===== config.mk =====
export PLATFORM = sky130hd
export DESIGN_NAME = dmem_responder
export DESIGN_NICKNAME = d
export VERILOG_FILES = /design/src/rtl/dmem_responder_pkg.sv /design/src/rtl/dmem_array.sv /design/src/rtl/dmem_responder.sv
export SDC_FILE = /design/constraint.sdc
export NUM_CORES = 1
export LEC_CHECK = 0
export ABC_AREA = 1
export BUFFER_PORTS_ARGS = -buffer_cell sky130_fd_sc_hd__buf_2
export CAP_MARGIN = 20
export CORE_UTILIZATION = 54
export CTS_BUF_LIST = sky130_fd_sc_hd__clkbuf_4 sky130_fd_sc_hd__clkbuf_8 sky130_fd_sc_hd__clkbuf_16
export DETAILED_ROUTE_END_ITERATION = 8
export MAX_ROUTING_LAYER = met4
export PLACE_DENSITY = 0.79
export SLEW_MARGIN = 20
export SYNTH_ARGS = -nofsm -noshare
export SYNTH_HDL_FRONTEND = slang
export SYNTH_SLANG_ARGS = --single-unit

===== constraint.sdc =====
create_clock -name clk -period 5.49 [get_ports clk]
set_clock_uncertainty 0.1 [all_clocks]
set_input_delay 0.549 -clock clk [delete_from_list [all_inputs] [get_ports clk]]
set_output_delay 0.549 -clock clk [all_outputs]
set_load 0.01 [all_outputs]

===== src/rtl/dmem_responder_pkg.sv =====
// Shared definitions for the data-memory responder: FSM encoding, geometry defaults, reset image.
// No logic; no latency; no backpressure.
// Imported by dmem_responder and dmem_array.
package dmem_responder_pkg;

    typedef enum logic [1:0] {
        ST_IDLE = 2'b00,
        ST_WAIT = 2'b01,
        ST_RESP = 2'b10
    } state_t;

    localparam int              DEPTH_DEF     = 16;
    localparam int              DATA_W_DEF    = 8;
    localparam int              INIT_ADDR_DEF = 5;
    localparam logic [7:0]      INIT_DATA_DEF = 8'h0A;

endpackage


===== src/rtl/dmem_array.sv =====
// Data store: register array with synchronous write, combinational read, reset-image load.
// Write commits on the clock edge; read is same-cycle.
// No backpressure; the controller issues at most one access per transaction.
module dmem_array
    import dmem_responder_pkg::*;
#(
    parameter int                DEPTH     = DEPTH_DEF,
    parameter int                DATA_W    = DATA_W_DEF,
    parameter int                ADDR_W    = $clog2(DEPTH),
    parameter int                INIT_ADDR = INIT_ADDR_DEF,
    parameter logic [DATA_W-1:0] INIT_DATA = INIT_DATA_DEF
) (
    input  logic              clk,
    input  logic              reset,
    input  logic              i_we,
    input  logic [ADDR_W-1:0] i_addr,
    input  logic [DATA_W-1:0] i_wdata,
    output logic [DATA_W-1:0] o_rdata
);

    logic [DATA_W-1:0] r_mem [DEPTH];

    always_ff @(posedge clk) begin
        if (reset) begin
            for (int i = 0; i < DEPTH; i++) begin
                r_mem[i] <= (i == INIT_ADDR) ? INIT_DATA : '0;
            end
        end else if (i_we) begin
            r_mem[i_addr] <= i_wdata;
        end
    end

    assign o_rdata = r_mem[i_addr];

endmodule


===== src/rtl/dmem_responder.sv =====
// Data-memory responder: one load/store at a time, LATENCY wait cycles, then a response.
// Handshake to rsp_valid is LATENCY+1 cycles; one transaction per LATENCY+2 cycles back-to-back.
// req_ready is low from acceptance until the response is taken; rsp fields hold while rsp_ready=0.
module dmem_responder
    import dmem_responder_pkg::*;
#(
    parameter int                DEPTH     = DEPTH_DEF,
    parameter int                DATA_W    = DATA_W_DEF,
    parameter int                LATENCY   = 2,
    parameter int                INIT_ADDR = INIT_ADDR_DEF,
    parameter logic [DATA_W-1:0] INIT_DATA = INIT_DATA_DEF
) (
    input  logic              clk,
    input  logic              reset,
    input  logic              req_valid,
    output logic              req_ready,
    input  logic              req_we,
    input  logic [7:0]        req_addr,
    input  logic [DATA_W-1:0] req_wdata,
    output logic              rsp_valid,
    input  logic              rsp_ready,
    output logic [DATA_W-1:0] rsp_rdata,
    output logic              rsp_err,
    output logic [7:0]        txn_count
);

    localparam int ADDR_W = $clog2(DEPTH);

    state_t            r_state;
    state_t            w_next_state;
    logic [3:0]        r_wait_cnt;
    logic              r_we;
    logic [7:0]        r_addr;
    logic [DATA_W-1:0] r_wdata;
    logic [DATA_W-1:0] r_rdata;
    logic              r_err;
    logic [7:0]        r_txn;

    logic              w_capture;
    logic              w_access;
    logic              w_acc_we;
    logic [7:0]        w_acc_addr;
    logic [DATA_W-1:0] w_acc_wdata;
    logic              w_in_range;
    logic [DATA_W-1:0] w_mem_rdata;

    always_comb begin
        w_next_state = r_state;
        w_capture    = 1'b0;
        w_access     = 1'b0;
        case (r_state)
            ST_IDLE: begin
                if (req_valid) begin
                    w_capture = 1'b1;
                    if (LATENCY == 0) begin
                        w_access     = 1'b1;
                        w_next_state = ST_RESP;
                    end else begin
                        w_next_state = ST_WAIT;
                    end
                end
            end
            ST_WAIT: begin
                if (r_wait_cnt == 4'd0) begin
                    w_access     = 1'b1;
                    w_next_state = ST_RESP;
                end
            end
            ST_RESP: begin
                if (rsp_ready) begin
                    w_next_state = ST_IDLE;
                end
            end
            default: w_next_state = ST_IDLE;
        endcase
    end

    // A zero-latency access happens in IDLE, before the request has been captured.
    assign w_acc_we    = (r_state == ST_IDLE) ? req_we    : r_we;
    assign w_acc_addr  = (r_state == ST_IDLE) ? req_addr  : r_addr;
    assign w_acc_wdata = (r_state == ST_IDLE) ? req_wdata : r_wdata;
    assign w_in_range  = ({1'b0, w_acc_addr} < 9'(DEPTH));

    dmem_array #(
        .DEPTH     (DEPTH),
        .DATA_W    (DATA_W),
        .ADDR_W    (ADDR_W),
        .INIT_ADDR (INIT_ADDR),
        .INIT_DATA (INIT_DATA)
    ) u_array (
        .clk     (clk),
        .reset   (reset),
        .i_we    (w_access && w_acc_we && w_in_range),
        .i_addr  (w_acc_addr[ADDR_W-1:0]),
        .i_wdata (w_acc_wdata),
        .o_rdata (w_mem_rdata)
    );

    always_ff @(posedge clk) begin
        if (reset) begin
            r_state    <= ST_IDLE;
            r_wait_cnt <= '0;
            r_we       <= 1'b0;
            r_addr     <= '0;
            r_wdata    <= '0;
            r_rdata    <= '0;
            r_err      <= 1'b0;
            r_txn      <= '0;
        end else begin
            r_state <= w_next_state;
            if (w_capture) begin
                r_we       <= req_we;
                r_addr     <= req_addr;
                r_wdata    <= req_wdata;
                r_wait_cnt <= 4'(LATENCY - 1);
            end else if (r_state == ST_WAIT && r_wait_cnt != 4'd0) begin
                r_wait_cnt <= r_wait_cnt - 4'd1;
            end
            if (w_access) begin
                r_err   <= ~w_in_range;
                r_rdata <= (w_in_range && !w_acc_we) ? w_mem_rdata : '0;
            end
            if (r_state == ST_RESP && rsp_ready) begin
                r_txn <= r_txn + 8'd1;
            end
        end
    end

    assign req_ready = (r_state == ST_IDLE);
    assign rsp_valid = (r_state == ST_RESP);
    assign rsp_rdata = r_rdata;
    assign rsp_err   = r_err;
    assign txn_count = r_txn;

endmodule


==> results.json, run 1 <==
{
  "synth_top_area_share_pct": 48.08,
  "ys_seq_area_share_pct": 58.09,
  "critical_path.max_fanout": 58,
  "grt_overflow_total": 0,
  "grt_pass1_wl_mm": 28.01,
  "grt_pass1_vias": 5663,
  "path_clk_slew_ns": 0.07,
  "final_nets": 1010,
  "cts_hold_buf": 0,
  "rows": 44,
  "h-tree-depth": 4,
  "crit_required_ns": 5.69,
  "cp-end-kind": "flip-flop",
  "synth_edf_count": 128,
  "clk_latency_ns": 0.42,
  "synth_top_area_cell": "edfxtp_1",
  "synth-seq-cells": 168,
  "ys.flop_type": "edfxtp_1",
  "cap_violations": 0,
  "grt_max_degree": 59,
  "hp-class": "primary input to flip-flop",
  "maxSlewViolCount": 0,
  "diodes": 0,
  "ir_drop_uv": 244.4,
  "post_cts_buffers": 0,
  "dieArea_um2": 15300,
  "synth.most_common_cell": "nand2_1",
  "post-place-ws_ns": 2.296,
  "wirelength_mm": 17.90,
  "place.gp.congestion": 0.8746,
  "synth_async_sr_flop_share_pct": 0,
  "worst_slack_ns": 2.234,
  "cts.sinks": 168,
  "ys_warn_count": 0,
  "wl_per_cell_um": 15.12,
  "tightestPinTransition_ns": 1.074,
  "avgViaCountPerCell": 5.284,
  "final_util_pct": 61.19,
  "final-setup-viol-count": 0,
  "syn-mean-instance-area_um2": 8.354,
  "synth_cells": 957,
  "cts.repair.resized": 0,
  "slew_headroom_pct": 28.14,
  "die_w_um": 123.7,
  "rsz0062_at_grt": "no",
  "dp_hpwl_mm": 11.68,
  "crit_type": "flip-flop to flip-flop",
  "tritoncts": "yes",
  "clockBufferDepth": 2,
  "core_area_um2": 14480,
  "max_freq_mhz": 307.1,
  "cellLeakagePower_uw": 0.004042,
  "cts_made_buffers": 17,
  "grt_usage_pct": 25.47,
  "synth.distinct_cells": 34,
  "start_kind": "flip-flop",
  "fin_crit_sh_pct": 59.31,
  "power_uw": 2986,
  "ant_nets": 0,
  "vias": 6256,
  "drtPass1Iterations": 6,
  "syn2layout_area_growth_pct": 10.81,
  "synth_nets": 980,
  "antenna_found_initial": 0,
  "min_period_ns": 3.256,
  "drive_gt1_share_pct": 12.00,
  "synthTopCellsByArea": "edfxtp_1 48%, nand2_1 14%, dfxtp_1 10%, nor2_1 7.3%, inv_1 5.4%",
  "hold_viol_final": 0,
  "ys_top_cells_by_count": "305 x nand2_1, 156 x nor2_1, 128 x edfxtp_1",
  "status": "complete, no violations",
  "boundaryPins": 40,
  "syn-cell-area_um2": 7995,
  "initial_core_util_pct": 55.22,
  "drt_iter0_drc": 555,
  "finalSetupTns_ns": 0,
  "drc": 0,
  "p_per_area_nw_per_um2": 337.1,
  "portBuffers": 39,
  "ctsRootBufferMaster": "clkbuf_16",
  "arrival_ns": 3.45,
  "die_h_um": 123.7
}
report_power, final:
group	leakage, uW	internal, uW	switching (uW)
Combinational	0.00213	115	356
Sequential	0.00164	1410	15.9
Clock	0.000269	586	504
Total	0.00404	2110	876
sequential cells by signal, summed over array words and instances (netlist names):
| name | flops |
|---|---|
| r_state | 2 |
| r_wait_cnt | 4 |
| r_addr | 8 |
| rsp_rdata | 8 |
| r_we | 1 |
| r_wdata | 8 |
| rsp_err | 1 |
| u_array.r_mem | 128 |
| txn_count | 8 |
layer usage:
| layer | share of wire [%] | global-route usage (%) |
|---|---|---|
| met5 | 0 | - |
| met3 | 7.6 | 3.892 |
| met2 | 47 | 39.93 |
| met4 | 3.0 | 12.50 |
| met1 | 42 | 32.39 |
worst max-delay path, cell delays in order (launching register included):
cell and delay [ns]:
dfxtp_1 0.34, nor2_2 0.43, nand2_1 0.31, nand2_2 0.64, buf_4 0.54, nand2_1 0.09, o21ai_0 0.10, nand2_1 0.08
nand2_1 0.08, nand2_1 0.06, nand2_1 0.11, inv_1 0.06, nand2_1 0.07, a21oi_1 0.06
cells in the final DEF (no fill, tap or decap), types with 2 or more instances in the layout:
master     instances
a211oi_1           2
a21oi_1           24
buf_2             39
buf_4             12
clkbuf_16         17
clkinv_2           6
clkinv_4           2
dfxtp_1           40
edfxtp_1         128
ha_1               2
inv_1            116
inv_2              6
inv_4              2
inv_6              4
nand2_1          305
nand2_2           16
nand2_4            4
nand3_1           28
nor2_1           156
nor2_2             2
nor3_1             3
nor3_4             3
o21ai_0           56
o21ai_1           13
stage by stage:
step                hold WS (ns)  std cells  cell area (um2)
floorplan                 0.3503        957             7995
global placement          0.3505       1152             8329
detailed placement        0.3578       1152             8329
CTS                       0.2646       1184             8860
global route              0.2767       1184             8860
finish                    0.2731       1184             8860
worst paths after layout:
path              slack (ns)  cells past startpoint            to         start
setup reg to reg        2.23                     13  rsp_rdata[2]    r_state[1]
setup / recovery        2.23                     13  rsp_rdata[2]    r_state[1]
hold reg to reg         0.37                      2  txn_count[7]  txn_count[7]
hold / removal          0.27                      3    r_wdata[0]  req_wdata[0]
cells by family (layout without fill, tap and decap cells):
group / after synthesis / in the layout / synth area share [%]
buf+inv: 164 / 207 / 8.106
compound gates: 98 / 98 / 6.307
fa+ha+maj: 2 / 2 / 0.3129
simple gates: 524 / 524 / 27.07
xor+xnor: 1 / 1 / 0.1096
flops: 168 / 168 / 58.09
cell type report:
class	count	area [um2]
well taps	184	230.2
clock inverters	14	97.59
multi-input cells	625	2703
repair buffers	51	285.3
inverters	124	466.7
clock buffers	18	432.9
fillers	1242	5619
flip-flops and latches	168	4644
(Power assumes the default switching activity.)
==> run 2: changes to the inputs <==
==> constraint.sdc (replaced) <==
create_clock -name clk -period 3.2 [get_ports clk]
set_clock_uncertainty 0.1 [all_clocks]
set_input_delay 0.32 -clock clk [delete_from_list [all_inputs] [get_ports clk]]
set_output_delay 0.32 -clock clk [all_outputs]
set_load 0.01 [all_outputs]
==> run 2 against run 1 <==
Against the previous run: sequential share of layout area decreased by 0.72 points; fmax increased by 19%; cell count up 0.34%; sequential power increased by 71%; worst setup slack worse by 1.8 ns; critical path type unchanged; critical path depth is the same; worst hold slack got worse by 0.25 ns.
==> results.json, run 2 (same netlist as run 1, synthesis figures left out) <==
{
  "tightestPinTransition_ns": 0.6313,
  "final_cells": 1188,
  "avgViaCountPerCell": 5.193,
  "largest_register": "u_array.r_mem",
  "min_period_ns": 2.747,
  "grt_pass1_vias": 5717,
  "initial_core_util_pct": 55.22,
  "maxSlewViolCount": 0,
  "grt_max_degree": 82,
  "portBuffers": 39,
  "cap_violations": 0,
  "grt_usage_pct": 26.34,
  "ir_drop_uv": 384.8,
  "cellLeakagePower_uw": 0.004106,
  "status": "complete, no violations",
  "cp-end-kind": "flip-flop",
  "cts_made_buffers": 17,
  "crit_required_ns": 3.41,
  "fin_crit_sh_pct": 85.84,
  "final-setup-viol-count": 0,
  "grt_overflow_total": 0,
  "crit_type": "flip-flop to flip-flop",
  "place.gp.congestion": 0.9062,
  "cts.repair.resized": 0,
  "post_cts_buffers": 0,
  "ff2ff_path_depth": 13,
  "die_h_um": 123.7,
  "h-tree-depth": 4,
  "cts.sinks": 168,
  "rows": 44,
  "rsz0062_at_grt": "no",
  "drive_gt1_share_pct": 12.35,
  "grt_pass1_wl_mm": 28.45,
  "p_per_area_nw_per_um2": 594.3,
  "mostFrequentLayoutCells": "305 x nand2_1, 156 x nor2_1, 128 x edfxtp_1",
  "critical_path.max_fanout": 81,
  "dp.cells": 1156,
  "cts_hold_buf": 0,
  "max_freq_mhz": 364.0,
  "tritoncts": "yes",
  "wl_per_cell_um": 15.31,
  "clockBufferDepth": 2,
  "vias": 6169,
  "final_nets": 1014,
  "wirelength_mm": 18.19,
  "hp-class": "primary input to flip-flop",
  "diodes": 0,
  "antenna_found_initial": 0,
  "largest_reg_flops": 128,
  "drtPass1Iterations": 5,
  "dp_hpwl_mm": 11.75,
  "boundaryPins": 40,
  "syn2layout_area_growth_pct": 12.36,
  "drt_iter0_drc": 527,
  "ant_nets": 0,
  "layout_commonest_cell": "nand2_1",
  "die_w_um": 123.7,
  "holdPathStages": 3,
  "path_clk_slew_ns": 0.07,
  "dieArea_um2": 15300,
  "slew_headroom_pct": 57.91,
  "start_kind": "flip-flop",
  "ctsRootBufferMaster": "clkbuf_16",
  "finalSetupTns_ns": 0,
  "core_area_um2": 14480,
  "hold_viol_final": 0,
  "clk_latency_ns": 0.44,
  "arrival_ns": 2.95,
  "drc": 0
}
==> run 2: cell count changes in the layout (fill, tap and decap cells not counted), sizes merged <==
cell	change
buf	+4
inv	-3
clkbuf	+7
clkinv	-3
clkinvlp	-1
==> run 2: worst max-delay path: stages, from the launching register on <==
cell	delay [ns]
dfxtp_1	0.34
nor2_2	0.41
nand2_1	0.31
nand2_2	0.41
buf_12	0.31
nand2_1	0.09
o21ai_0	0.10
nand2_1	0.07
nand2_1	0.07
nand2_1	0.06
nand2_1	0.08
inv_1	0.05
nand2_1	0.09
a21oi_1	0.06
==> run 2: per-layer routing <==
layer	global-route usage, %	part of all wire (%)	vias to the layer above
met1	32.64	41	2803
met5	-	0	-
met2	43.40	49	254
met3	4.167	7.3	35
met4	10.24	2.5	0
li1	-	-	3077
==> run 2: layout make-up <==
type / count / area [um2]
clock buffer: 25 / 563.0
fill: 1217 / 5495
multi-input combinational: 625 / 2703
clock inverter: 7 / 48.80
sequential: 168 / 4644
timing repair buffer: 55 / 327.8
inverter: 124 / 466.7
tap: 184 / 230.2
==> run 2: worst paths after layout <==
| path | start | endpoint | slack, ns |
|---|---|---|---|
| worst min-delay path | req_we | r_we | 0.02 |
| worst max register to register | r_state[1] | rsp_rdata[3] | 0.45 |
| worst max-delay path | r_state[1] | rsp_rdata[3] | 0.45 |
| worst min register to register | rsp_rdata[5] | rsp_rdata[5] | 0.36 |
==> run 2: report_power, final <==
group	internal, uW	total, uW	switching (uW)
Combinational	209	822	613
Sequential	2420	2450	27.9
Clock	1230	2070	842
Total	3860	5340	1480
==> run 2: per-stage QoR <==
stage / power [uW] / setup WS [ns] / area, um2 / hold slack, ns / utilization (%)
final: 5339 / 0.4530 / 8984 / 0.02087 / 62.05
after floorplan: 3041 / 1.037 / 7995 / 0.3503 / -
after CTS: 5349 / 0.5068 / 8984 / 0.01132 / 62.05
after detailed placement: 3300 / 0.5278 / 8372 / 0.3548 / 57.82
after global routing: 5522 / 0.1926 / 8984 / 0.03627 / 62.05
after global placement: 3286 / 0.5745 / 8372 / 0.3505 / 57.82
==> run 3: changes to the inputs <==
--- a/config.mk
+++ b/config.mk
@@ -5,7 +5,6 @@
 export SDC_FILE = /design/constraint.sdc
 export NUM_CORES = 1
 export LEC_CHECK = 0
-export ABC_AREA = 1
 export BUFFER_PORTS_ARGS = -buffer_cell sky130_fd_sc_hd__buf_2
 export CAP_MARGIN = 20
 export CORE_UTILIZATION = 54
==> run 3 against run 2 <==
Against the previous run: sequential power is essentially flat; critical path depth shrank 8; combinational power shrank 12%; synthesized area shrank 10%; via count shrank 17%; routed wire length shrank 8.1%; cell area shrank 10%; power shrank 2.1%; worst hold slack lost 0.0015 ns; critical endpoint is now u_array.r_mem[12][4]; highest routed layer unchanged.
==> results.json, run 3 <==
{
  "status": "complete, no violations",
  "fin_hold_ws_ns": 0.01941,
  "crit_required_ns": 3.20,
  "drtPass1Iterations": 5,
  "place.gp.congestion": 0.8985,
  "clk_latency_ns": 0.44,
  "portBuffers": 39,
  "tightestPinTransition_ns": 0.8859,
  "cts.repair.resized": 0,
  "post_cts_buffers": 0,
  "place_area_um2": 7480,
  "fill_cells": 956,
  "synthTopCellsByArea": "edfxtp_1 54%, dfxtp_1 11%, nor2_1 7.3%, o22ai_1 5.6%, nand2_1 3.0%",
  "slew_headroom_pct": 40.94,
  "initial_core_util_pct": 56.03,
  "min_period_ns": 2.933,
  "finalSetupTns_ns": 0,
  "largest_reg_flops": 128,
  "die_h_um": 117.1,
  "h-tree-depth": 4,
  "rows": 41,
  "crit_type": "flip-flop to flip-flop",
  "rrSetupSlack_ns": 0.27,
  "ir_drop_uv": 438.0,
  "vias": 5138,
  "mostFrequentLayoutCells": "140 x nor2_1, 128 x edfxtp_1, 64 x o22ai_1",
  "cts_made_buffers": 17,
  "grt_overflow_total": 0,
  "grt_max_degree": 50,
  "synth.most_common_cell": "nor2_1",
  "multi_input_area_um2": 2230,
  "ff2ff_path_depth": 5,
  "cp-end-kind": "flip-flop",
  "arrival_ns": 2.93,
  "drc": 0,
  "drt_iter0_drc": 640,
  "synth_top_area_share_pct": 53.71,
  "final_cells": 865,
  "path_clk_slew_ns": 0.06,
  "dp.cells": 833,
  "ys.flop_type": "edfxtp_1",
  "cellLeakagePower_uw": 0.002918,
  "critical_path.max_fanout": 10,
  "grt_usage_pct": 27.35,
  "fin_crit_sh_pct": 91.66,
  "stdcell_area_um2": 8075,
  "layout_commonest_cell": "nor2_1",
  "critPathLaunch": "r_state[0]",
  "diodes": 0,
  "boundaryPins": 40,
  "largest_register": "u_array.r_mem",
  "synth_cells": 645,
  "reg2reg_to": "u_array.r_mem[12][4]",
  "cts_hold_buf": 0,
  "rsz0062_at_grt": "no",
  "ctsRootBufferMaster": "clkbuf_16",
  "ant_nets": 0,
  "core_area_um2": 12770,
  "die_w_um": 117.1,
  "antenna_found_initial": 0,
  "final_nets": 703,
  "drive_gt1_share_pct": 15.73,
  "grt_pass1_wl_mm": 25.68,
  "avgViaCountPerCell": 5.940,
  "p_per_area_nw_per_um2": 647.3,
  "final-setup-viol-count": 0,
  "syn-cell-area_um2": 7157,
  "critPathCapture": "u_array.r_mem[12][4]",
  "maxSlewViolCount": 0,
  "hold_viol_final": 0,
  "start_kind": "flip-flop",
  "syn2layout_area_growth_pct": 12.83,
  "final_util_pct": 63.22,
  "synth_edf_count": 128,
  "ys_top_cells_by_count": "140 x nor2_1, 128 x edfxtp_1, 64 x o22ai_1",
  "dieArea_um2": 13720,
  "clockBufferDepth": 2,
  "ys_warn_count": 0,
  "synth.distinct_cells": 45,
  "syn-mean-instance-area_um2": 11.10,
  "max_freq_mhz": 340.9,
  "synth_nets": 668,
  "wl_per_cell_um": 19.32,
  "cts.sinks": 168,
  "cap_violations": 0,
  "tritoncts": "yes",
  "ys_seq_area_share_pct": 64.90,
  "seq_area_um2": 4644,
  "timing.rr.start": "r_state[0]",
  "wirelength_mm": 16.71,
  "hp-class": "primary input to flip-flop",
  "synth-seq-cells": 168,
  "synth_top_area_cell": "edfxtp_1",
  "grt_pass1_vias": 4880,
  "dp_hpwl_mm": 11.02,
  "synth_async_sr_flop_share_pct": 0
}
[run 3: changes by cell type after synthesis, sizes merged, moves of 8 or more]
cell,delta
nand2,-261
inv,-100
o22ai,+64
o21ai,-31
nand3,-21
nand2b,+16
nor2,-14
clkbuf,-13
buf,+11
mux2i,+10
nand4,+8
[run 3: per-layer routing]
layer | wire (um) | GRT usage (%) | up-vias
met5 | 0 | - | -
li1 | - | - | 2377
met1 | 6822 | 35.49 | 2408
met2 | 7782 | 40.32 | 302
met4 | 569 | 15.53 | 0
met3 | 1536 | 5.561 | 51
[run 3: worst max-delay path: stages (launching register included)]
cell	delay, ns
dfxtp_1	0.47
or2_0	0.73
a31oi_4	0.15
and4b_1	0.48
nand2_1	0.28
nand2b_1	0.39
[run 3: cells by family after synthesis]
kind of cell | after synthesis | synth area share, %
AND/OR/NAND/NOR | 264 | 16.40
AO/OA/AOI/OAI | 131 | 11.42
flip-flops | 168 | 64.90
adder cells (fa/ha/maj) | 2 | 0.3496
XOR/XNOR | 10 | 1.224
multiplexers | 10 | 1.766
buffers and inverters | 60 | 3.951
[run 3: worst min-delay path by stage]
| stage | depth (start not counted) | startpoint | to |
|---|---|---|---|
| global placement | 2 | rsp_rdata[0] | rsp_rdata[0] |
| detailed placement | 2 | rsp_rdata[0] | rsp_rdata[0] |
| CTS | 3 | req_addr[6] | r_addr[6] |
| global route | 3 | req_addr[6] | r_addr[6] |
| finish | 3 | req_addr[6] | r_addr[6] |
| floorplan | 2 | r_addr[6] | r_addr[6] |
[run 3: layout make-up]
class / count / area share, %
Clock buffer: 17 / 5.268
Tap cell: 172 / 2.665
Timing Repair Buffer: 54 / 3.812
Sequential cell: 168 / 57.51
Clock inverter: 15 / 2.107
Inverter: 22 / 1.023
Multi-Input combinational cell: 417 / 27.61
[run 3: power by group]
| group | leakage, uW | total, uW | switching (uW) | internal [uW] |
|---|---|---|---|---|
| logic | 0.00100 | 720 | 500 | 220 |
| clock network | 0.000275 | 2030 | 871 | 1160 |
| registers | 0.00164 | 2470 | 49.7 | 2420 |
| total | 0.00292 | 5230 | 1420 | 3810 |
[run 3: per-stage QoR]
stage               setup slack [ns]  power, uW
floorplan                     0.8715       2990
global placement              0.4585       3198
global route                  0.1084       5384
finish                        0.2668       5227
CTS                           0.3262       5225
detailed placement            0.3353       3223
